**config.mk**
```make
export PLATFORM = sky130hd
export DESIGN_NAME = sid_filter_mc_flat
export DESIGN_NICKNAME = d
export VERILOG_FILES = /design/src/rtl/sid_filter_mc_pkg.sv /design/src/rtl/sid_filter_mc_if.sv /design/src/rtl/muladd.sv /design/src/rtl/sid_filter_mc_state_ram.sv /design/src/rtl/sid_filter_mc.sv /design/src/flat_wrapper.sv
export SDC_FILE = /design/constraint.sdc
export NUM_CORES = 2
export LEC_CHECK = 0
export ABC_AREA = 1
export ABC_CLOCK_PERIOD_IN_PS = 30500
export CORE_UTILIZATION = 35
export CTS_BUF_LIST = sky130_fd_sc_hd__clkbuf_8 sky130_fd_sc_hd__clkbuf_16
export CTS_CLUSTER_SIZE = 8
export DETAILED_ROUTE_END_ITERATION = 16
export PLACE_DENSITY = 0.53
export SKIP_CTS_REPAIR_TIMING = 1
export SYNTH_ARGS = -nofsm -noshare
export SYNTH_HDL_FRONTEND = slang
export SYNTH_HIERARCHICAL = 1
export SYNTH_SLANG_ARGS = --single-unit
```
**constraint.sdc**
```tcl
create_clock -name clk -period 30.5 [get_ports clk]
set_input_delay 3.05 -clock clk [delete_from_list [all_inputs] [get_ports clk]]
set_output_delay 3.05 -clock clk [all_outputs]
set_load 0.01 [all_outputs]
```
**src/rtl/sid_filter_mc_pkg.sv**
```systemverilog
// Shared types and narrowing helper for the multi-channel SID filter.
// SID_FILTER_SAT_EN selects saturating (defined) or wrapping (undefined) narrowing.
package sid_filter_mc_pkg;

   typedef logic signed [23:0] s24_t;
   typedef logic signed [24:0] s25_t;

   typedef enum logic [2:0] {IDLE, CLR, RD, BP, LP, HP, MIX, WR} sfmc_state_e;

   typedef struct packed {
      s24_t vlp;
      s24_t vbp;
      s24_t vhp;
   } sfmc_chstate_t;

   localparam int unsigned SFMC_STAGES = 6;

   // Overflow shows up as the two top bits of the 25-bit sum disagreeing.
   function automatic s24_t sat24(input s25_t x);
`ifdef SID_FILTER_SAT_EN
      if (x[24] != x[23]) begin
         return x[24] ? 24'sh800000 : 24'sh7FFFFF;
      end
      return x[23:0];
`else
      return x[23:0];
`endif
   endfunction

endpackage

```
**src/rtl/sid_filter_mc_if.sv**
```systemverilog
// Channel-side input bus and audio/status outputs of sid_filter_mc.
interface sid_filter_mc_if #(
   parameter int unsigned CHANNELS = 2,
   parameter int unsigned W0_BITS  = 16
) ();
   import sid_filter_mc_pkg::*;

   localparam int unsigned CW = (CHANNELS > 1) ? $clog2(CHANNELS) : 1;

   logic               start;
   logic [CW-1:0]      ch_o;
   logic [W0_BITS-1:0] w0;
   logic [8:0]         q_inv;
   s24_t               vi;
   s24_t               vd;
   logic [2:0]         mode;
   logic [3:0]         vol;
   logic               busy;
   logic               done;
   logic               overrun;
   logic               audio_valid;
   logic [CW-1:0]      audio_ch;
   s24_t               audio_o;

   modport master (
      output start, w0, q_inv, vi, vd, mode, vol,
      input  ch_o, busy, done, overrun, audio_valid, audio_ch, audio_o
   );

   modport slave (
      input  start, w0, q_inv, vi, vd, mode, vol,
      output ch_o, busy, done, overrun, audio_valid, audio_ch, audio_o
   );
endinterface

```
**src/rtl/muladd.sv**
```systemverilog
// Signed multiply-add p = a*b + c; output width equals the full product width.
module muladd #(
   parameter int unsigned AW = 17,
   parameter int unsigned BW = 16,
   parameter int unsigned PW = AW + BW
) (
   input  logic signed [AW-1:0] i_a,
   input  logic signed [BW-1:0] i_b,
   input  logic signed [PW-1:0] i_c,
   output logic signed [PW-1:0] o_p
);
   logic signed [PW-1:0] w_a;
   logic signed [PW-1:0] w_b;

   assign w_a = PW'(i_a);
   assign w_b = PW'(i_b);
   assign o_p = w_a * w_b + i_c;
endmodule

```
**src/rtl/sid_filter_mc_state_ram.sv**
```systemverilog
// Per-channel {vlp, vbp, vhp} store: 1R1W synchronous RAM, registered read.
module sid_filter_state_ram
   import sid_filter_mc_pkg::*;
#(
   parameter int unsigned DEPTH = 2,
   parameter int unsigned AW    = 1
) (
   input  logic          clk,
   input  logic          i_we,
   input  logic [AW-1:0] i_waddr,
   input  sfmc_chstate_t i_wdata,
   input  logic [AW-1:0] i_raddr,
   output sfmc_chstate_t o_rdata
);
   sfmc_chstate_t r_mem [DEPTH];
   sfmc_chstate_t r_rdata;

   always_ff @(posedge clk) begin
      if (i_we) begin
         r_mem[i_waddr] <= i_wdata;
      end
      r_rdata <= r_mem[i_raddr];
   end

   assign o_rdata = r_rdata;
endmodule

```
**src/rtl/sid_filter_mc.sv**
```systemverilog
// Time-multiplexed SVF + volume stage for CHANNELS SID instances, one shared multiplier.
// Narrowing behaviour follows SID_FILTER_SAT_EN (see sid_filter_mc_pkg::sat24).
module sid_filter_mc
   import sid_filter_mc_pkg::*;
#(
   parameter int unsigned CHANNELS = 2,
   parameter int unsigned W0_BITS  = 16
) (
   input  logic            clk,
   input  logic            rst_n,
   sid_filter_mc_if.slave  bus
);
   localparam int unsigned CW = (CHANNELS > 1) ? $clog2(CHANNELS) : 1;
   localparam int unsigned MW = W0_BITS + 1;
   localparam int unsigned PW = MW + 16;
   localparam logic [CW-1:0] LAST = CW'(CHANNELS - 1);

   sfmc_state_e        r_state;
   logic [CW-1:0]      r_ch;
   logic [CW-1:0]      r_audio_ch;
   logic               r_busy;
   logic               r_done;
   logic               r_overrun;
   logic               r_audio_valid;
   s24_t               r_audio_o;
   logic [W0_BITS-1:0] r_w0;
   logic [8:0]         r_q_inv;
   s24_t               r_vi;
   s24_t               r_vd;
   logic [2:0]         r_mode;
   logic [3:0]         r_vol;
   s24_t               r_vlp;
   s24_t               r_vbp_old;
   s24_t               r_vbp;
   s24_t               r_vhp;

   sfmc_chstate_t        w_rd;
   sfmc_chstate_t        w_wr;
   logic                 w_we;
   logic signed [MW-1:0] w_neg_w0;
   logic signed [MW-1:0] w_ma;
   logic signed [15:0]   w_mb;
   logic signed [PW-1:0] w_mc;
   logic signed [PW-1:0] w_mp;
   s25_t                 w_dv;
   s25_t                 w_amix;
   logic signed [15:0]   w_amix16;
   s24_t                 w_bp_new;
   s24_t                 w_lp_new;
   s24_t                 w_hp_new;

   assign w_we = (r_state == CLR) || (r_state == WR);
   assign w_wr = (r_state == CLR) ? '0 : sfmc_chstate_t'({r_vlp, r_vbp, r_vhp});

   sid_filter_state_ram #(.DEPTH(CHANNELS), .AW(CW)) u_ram (
      .clk     (clk),
      .i_we    (w_we),
      .i_waddr (r_ch),
      .i_wdata (w_wr),
      .i_raddr (r_ch),
      .o_rdata (w_rd)
   );

   assign w_neg_w0 = -$signed({1'b0, r_w0});

   always_comb begin
      w_amix = s25_t'(r_vd);
      if (r_mode[0]) w_amix = w_amix + s25_t'(r_vlp);
      if (r_mode[1]) w_amix = w_amix + s25_t'(r_vbp);
      if (r_mode[2]) w_amix = w_amix + s25_t'(r_vhp);
   end

   assign w_amix16 = 16'(sat24(w_amix) >>> 8);

   // One multiplier, operands steered by stage; HP folds "- vlp' - vi" into the adder.
   always_comb begin
      w_ma = '0;
      w_mb = '0;
      w_mc = '0;
      case (r_state)
         BP: begin
            w_ma = w_neg_w0;
            w_mb = 16'($signed(w_rd.vhp) >>> 8);
         end
         LP: begin
            w_ma = w_neg_w0;
            w_mb = 16'(r_vbp_old >>> 8);
         end
         HP: begin
            w_ma = $signed(MW'(r_q_inv));
            w_mb = 16'(r_vbp >>> 8);
            w_mc = -PW'(r_vlp) - PW'(r_vi);
         end
         MIX: begin
            w_ma = $signed(MW'({r_vol, 4'b0000}));
            w_mb = w_amix16;
         end
         default: ;
      endcase
   end

   muladd #(.AW(MW), .BW(16), .PW(PW)) u_mul (
      .i_a (w_ma),
      .i_b (w_mb),
      .i_c (w_mc),
      .o_p (w_mp)
   );

   assign w_dv     = s25_t'(w_mp >>> 9);
   assign w_bp_new = sat24(s25_t'($signed(w_rd.vbp)) + w_dv);
   assign w_lp_new = sat24(s25_t'(r_vlp) + w_dv);
   assign w_hp_new = sat24(s25_t'(w_mp));

   always_ff @(posedge clk or negedge rst_n) begin
      if (!rst_n) begin
         r_state       <= CLR;
         r_ch          <= '0;
         r_busy        <= 1'b1;
         r_done        <= 1'b0;
         r_overrun     <= 1'b0;
         r_audio_valid <= 1'b0;
         r_audio_ch    <= '0;
         r_audio_o     <= '0;
         r_w0          <= '0;
         r_q_inv       <= '0;
         r_vi          <= '0;
         r_vd          <= '0;
         r_mode        <= '0;
         r_vol         <= '0;
         r_vlp         <= '0;
         r_vbp_old     <= '0;
         r_vbp         <= '0;
         r_vhp         <= '0;
      end else begin
         r_done        <= 1'b0;
         r_audio_valid <= 1'b0;
         if (bus.start && (r_state != IDLE)) begin
            r_overrun <= 1'b1;
         end
         case (r_state)
            CLR: begin
               if (r_ch == LAST) begin
                  r_state <= IDLE;
                  r_busy  <= 1'b0;
                  r_ch    <= '0;
               end else begin
                  r_ch <= r_ch + CW'(1);
               end
            end
            IDLE: begin
               if (bus.start) begin
                  r_state <= RD;
                  r_busy  <= 1'b1;
                  r_ch    <= '0;
               end
            end
            RD: begin
               r_w0    <= bus.w0;
               r_q_inv <= bus.q_inv;
               r_vi    <= bus.vi;
               r_vd    <= bus.vd;
               r_mode  <= bus.mode;
               r_vol   <= bus.vol;
               r_state <= BP;
            end
            BP: begin
               r_vlp     <= w_rd.vlp;
               r_vbp_old <= w_rd.vbp;
               r_vbp     <= w_bp_new;
               r_state   <= LP;
            end
            LP: begin
               r_vlp   <= w_lp_new;
               r_state <= HP;
            end
            HP: begin
               r_vhp   <= w_hp_new;
               r_state <= MIX;
            end
            MIX: begin
               r_audio_o     <= s24_t'(w_mp);
               r_audio_ch    <= r_ch;
               r_audio_valid <= 1'b1;
               r_done        <= (r_ch == LAST);
               r_state       <= WR;
            end
            WR: begin
               if (r_ch == LAST) begin
                  r_state <= IDLE;
                  r_busy  <= 1'b0;
                  r_ch    <= '0;
               end else begin
                  r_ch    <= r_ch + CW'(1);
                  r_state <= RD;
               end
            end
            default: r_state <= CLR;
         endcase
      end
   end

   assign bus.ch_o        = r_ch;
   assign bus.busy        = r_busy;
   assign bus.done        = r_done;
   assign bus.overrun     = r_overrun;
   assign bus.audio_valid = r_audio_valid;
   assign bus.audio_ch    = r_audio_ch;
   assign bus.audio_o     = r_audio_o;
endmodule

```
**src/flat_wrapper.sv**
```systemverilog
// flat-port wrapper written by rule: the top's interface ports become plain ports
module sid_filter_mc_flat import sid_filter_mc_pkg::*;
#(
   parameter int unsigned CHANNELS = 2,
   parameter int unsigned W0_BITS  = 16
)
  (clk, rst_n, bus_start, bus_w0, bus_q_inv, bus_vi, bus_vd, bus_mode, bus_vol, bus_ch_o, bus_busy, bus_done, bus_overrun, bus_audio_valid, bus_audio_ch, bus_audio_o);
  sid_filter_mc_if #(.CHANNELS(CHANNELS), .W0_BITS(W0_BITS)) bus_i ();
  input  logic clk;
  input  logic rst_n;
  input wire logic [$bits(bus_i.start)-1:0] bus_start;
  input wire logic [$bits(bus_i.w0)-1:0] bus_w0;
  input wire logic [$bits(bus_i.q_inv)-1:0] bus_q_inv;
  input wire logic [$bits(bus_i.vi)-1:0] bus_vi;
  input wire logic [$bits(bus_i.vd)-1:0] bus_vd;
  input wire logic [$bits(bus_i.mode)-1:0] bus_mode;
  input wire logic [$bits(bus_i.vol)-1:0] bus_vol;
  output wire logic [$bits(bus_i.ch_o)-1:0] bus_ch_o;
  output wire logic [$bits(bus_i.busy)-1:0] bus_busy;
  output wire logic [$bits(bus_i.done)-1:0] bus_done;
  output wire logic [$bits(bus_i.overrun)-1:0] bus_overrun;
  output wire logic [$bits(bus_i.audio_valid)-1:0] bus_audio_valid;
  output wire logic [$bits(bus_i.audio_ch)-1:0] bus_audio_ch;
  output wire logic [$bits(bus_i.audio_o)-1:0] bus_audio_o;
  assign bus_i.start = bus_start;
  assign bus_i.w0 = bus_w0;
  assign bus_i.q_inv = bus_q_inv;
  assign bus_i.vi = bus_vi;
  assign bus_i.vd = bus_vd;
  assign bus_i.mode = bus_mode;
  assign bus_i.vol = bus_vol;
  assign bus_ch_o = bus_i.ch_o;
  assign bus_busy = bus_i.busy;
  assign bus_done = bus_i.done;
  assign bus_overrun = bus_i.overrun;
  assign bus_audio_valid = bus_i.audio_valid;
  assign bus_audio_ch = bus_i.audio_ch;
  assign bus_audio_o = bus_i.audio_o;
  sid_filter_mc #(.CHANNELS(CHANNELS), .W0_BITS(W0_BITS)) u_core (.clk(clk), .rst_n(rst_n), .bus(bus_i));
endmodule
```
==> run metrics <==
CTS tree=built; Crit Path Class=flop to flop; Worst-Margin Slew=about 1.3 ns; Critical Path Fanout Max=18; Reg2Reg Launch Point=u_core/r_vlp[6]$_DFFE_PN0P_; Hold Crit Class=flop to flop; Max-Cap Viols=0; relative slew slack=0.156; Final HPWL DP=slightly above 100000 um; Syn Nets=5424; Final Critical Period=between 10 and 15 ns; dpl cell area=around 39000 um^2; CP required=31.08 ns; top achievable clock speed=around 0.073 GHz; crit start category=flop; Most Frequent Cell on Critical Path=nand2_1; Clk pin slew, worst setup/hold paths=0.06 ns; drt total wl=around 130000 um; Post-Layout Cell Count=between 6000 and 7000; GR Util All Layers=0.241; Largest stage delay, worst path=just under 0.9 ns; Die Area=approximately 110000 um^2; Worst setup startpoint=u_core/r_vlp[6]$_DFFE_PN0P_; height of the die=~330 um; source of the worst hold timing path=u_core/u_ram/r_mem[1][39]$_DFFE_PP_; drt via density=around 5; WL/cell=20.4 um; setup TNS=0 ns; fraction of layout instances using a drive strength above 1=0.0504; Routed Antenna Nets=0; TritonRoute pass-1 iters=5; RSZ-0062 raised after global routing=no; starting density of the core=0.353; Period Utilization, post-route=0.452; first-pass GRT wire length=roughly 190000 um; worst-case clock buffer depth=3; H-tree levels=2; Num CTS Buffers=between 50 and 60; final instance area=between 40000 and 50000 um^2; DR DRC count=0; Post-Syn Instances=4765; dpl cells=roughly 6200; endpoints failing hold=0; initial antenna violation count=2; n_diodes=0; CORE AREA=a little over 100000 um^2; # clock sinks=around 400; io pins=113; largest net degree at the start of global routing=95; vias in the first global route=around 30000; die width=approximately 330 um; 1st-iter DRT viols=roughly 2400; routability-driven placement congestion ratio=0.954; Port-buffer cells=around 110; synthesized cell area=around 37000 um^2; Max Slew Vio Count=0; Std-Cell Rows=between 100 and 150; Layout area overhead=11.6%; slowest CP cell=xor2_1; CTS root buffer=clkbuf_16; Skew-Pair Late Insertion Delay=0.67 ns; Filler cells=about 11000; CP Capture Type=flop; Syn. warnings=6; gr ovfl total=0; DR vias=just over 30000; Layout Skew=between 0.09 and 0.1 ns; status=finished clean; Data arrival, critical path=14.37 ns; Synth Area per Inst=between 7 and 8 um^2; setup violators final=0; Layout Nets=between 5000 and 6000
critical path: cells and delay by family, from the launching register on:
kind | cells | cell delay (ns)
adders and majority gates | 11 | 5.22
and+or+nand+nor | 25 | 3.63
AOI/OAI and AO/OA | 13 | 2.52
xor gates and xnor gates | 2 | 1.08
buffers and inverters | 7 | 0.71
DFF | 1 | 0.51
cell type report:
| class | instances | area, um^2 | share of cell area |
|---|---|---|---|
| Multi-Input combinational cell | 3277 | 22300 | 0.545 |
| Timing Repair Buffer | 155 | 1450 | 0.0355 |
| Clock buffer | 58 | 1430 | 0.0350 |
| Tap cell | 1380 | 1730 | 0.0423 |
| Inverter | 952 | 3580 | 0.0877 |
| Sequential cell | 393 | 10200 | 0.249 |
| Clock inverter | 42 | 231 | 0.00567 |
metal layers:
| layer | vias up | wire length [um] | share of wire | global-route usage |
|---|---|---|---|---|
| met2 | 812 | 56800 | 0.45 | 0.378 |
| met1 | 15200 | 60700 | 0.48 | 0.353 |
| li1 | 15000 | - | - | - |
| met3 | 152 | 6400 | 0.050 | 0.0254 |
| met4 | 0 | 3670 | 0.029 | 0.0648 |
| met5 | - | 0 | 0 | 0 |
through the flow:
stage               worst slack (ns)  utilization  hold slack (ns)
finish                         16.71        0.394            0.365
global route                   15.77        0.394            0.380
CTS                            16.81        0.394            0.344
detailed placement             16.96        0.378            0.420
global placement               16.68        0.378            0.414
floorplan                      19.64            -            0.412
registers in the layout, indices dropped and copies added, names as in the netlist, 24 cells and up:
name	flops
u_core/u_ram/r_mem	128
u_core/u_ram/o_rdata	64
u_core/bus.audio_o	24
u_core/r_vbp	24
u_core/r_vd	24
u_core/r_vhp	24
u_core/r_vi	24
u_core/r_vlp	24
cells in the final DEF, fill, tap and decap left out, types with 8 or more instances in the layout:
cell,n
xor2_1,42
o21ai_2,8
nor3_1,27
nand2_2,12
dfxtp_1,64
nand3_1,204
nand4_1,50
xnor2_1,29
nor2_1,306
o21ai_0,184
edfxtp_1,128
nor2_2,8
ha_1,264
nand2_1,1304
o211ai_1,10
nand3b_1,9
a221oi_1,11
fa_1,312
inv_1,972
a21o_1,19
dfrtp_1,198
o22ai_1,8
o21bai_1,22
mux2_2,42
clkbuf_16,56
buf_4,43
or2_2,24
or2_1,9
o21ai_1,30
and2_1,9
clkdlybuf4s50_1,111
a22o_1,9
a21oi_1,249
inv_2,12
path summary, 6_finish.rpt:
path,depth (start not counted),to,slack (ns)
min in group asynchronous,1,u_core/r_vd[5]$_DFFE_PN0N_,2.44
max,58,u_core/r_vlp[18]$_DFFE_PN0P_,16.71
max in group asynchronous,2,u_core/r_vhp[21]$_DFFE_PN0P_,26.69
max reg2reg,58,u_core/r_vlp[18]$_DFFE_PN0P_,16.71
min reg2reg,2,u_core/u_ram/o_rdata[39]$_DFF_P_,0.37
min,2,u_core/u_ram/o_rdata[39]$_DFF_P_,0.37
Power is not shown: default switching activity piles up to over one toggle a cycle in this logic, so the estimate is an artifact.
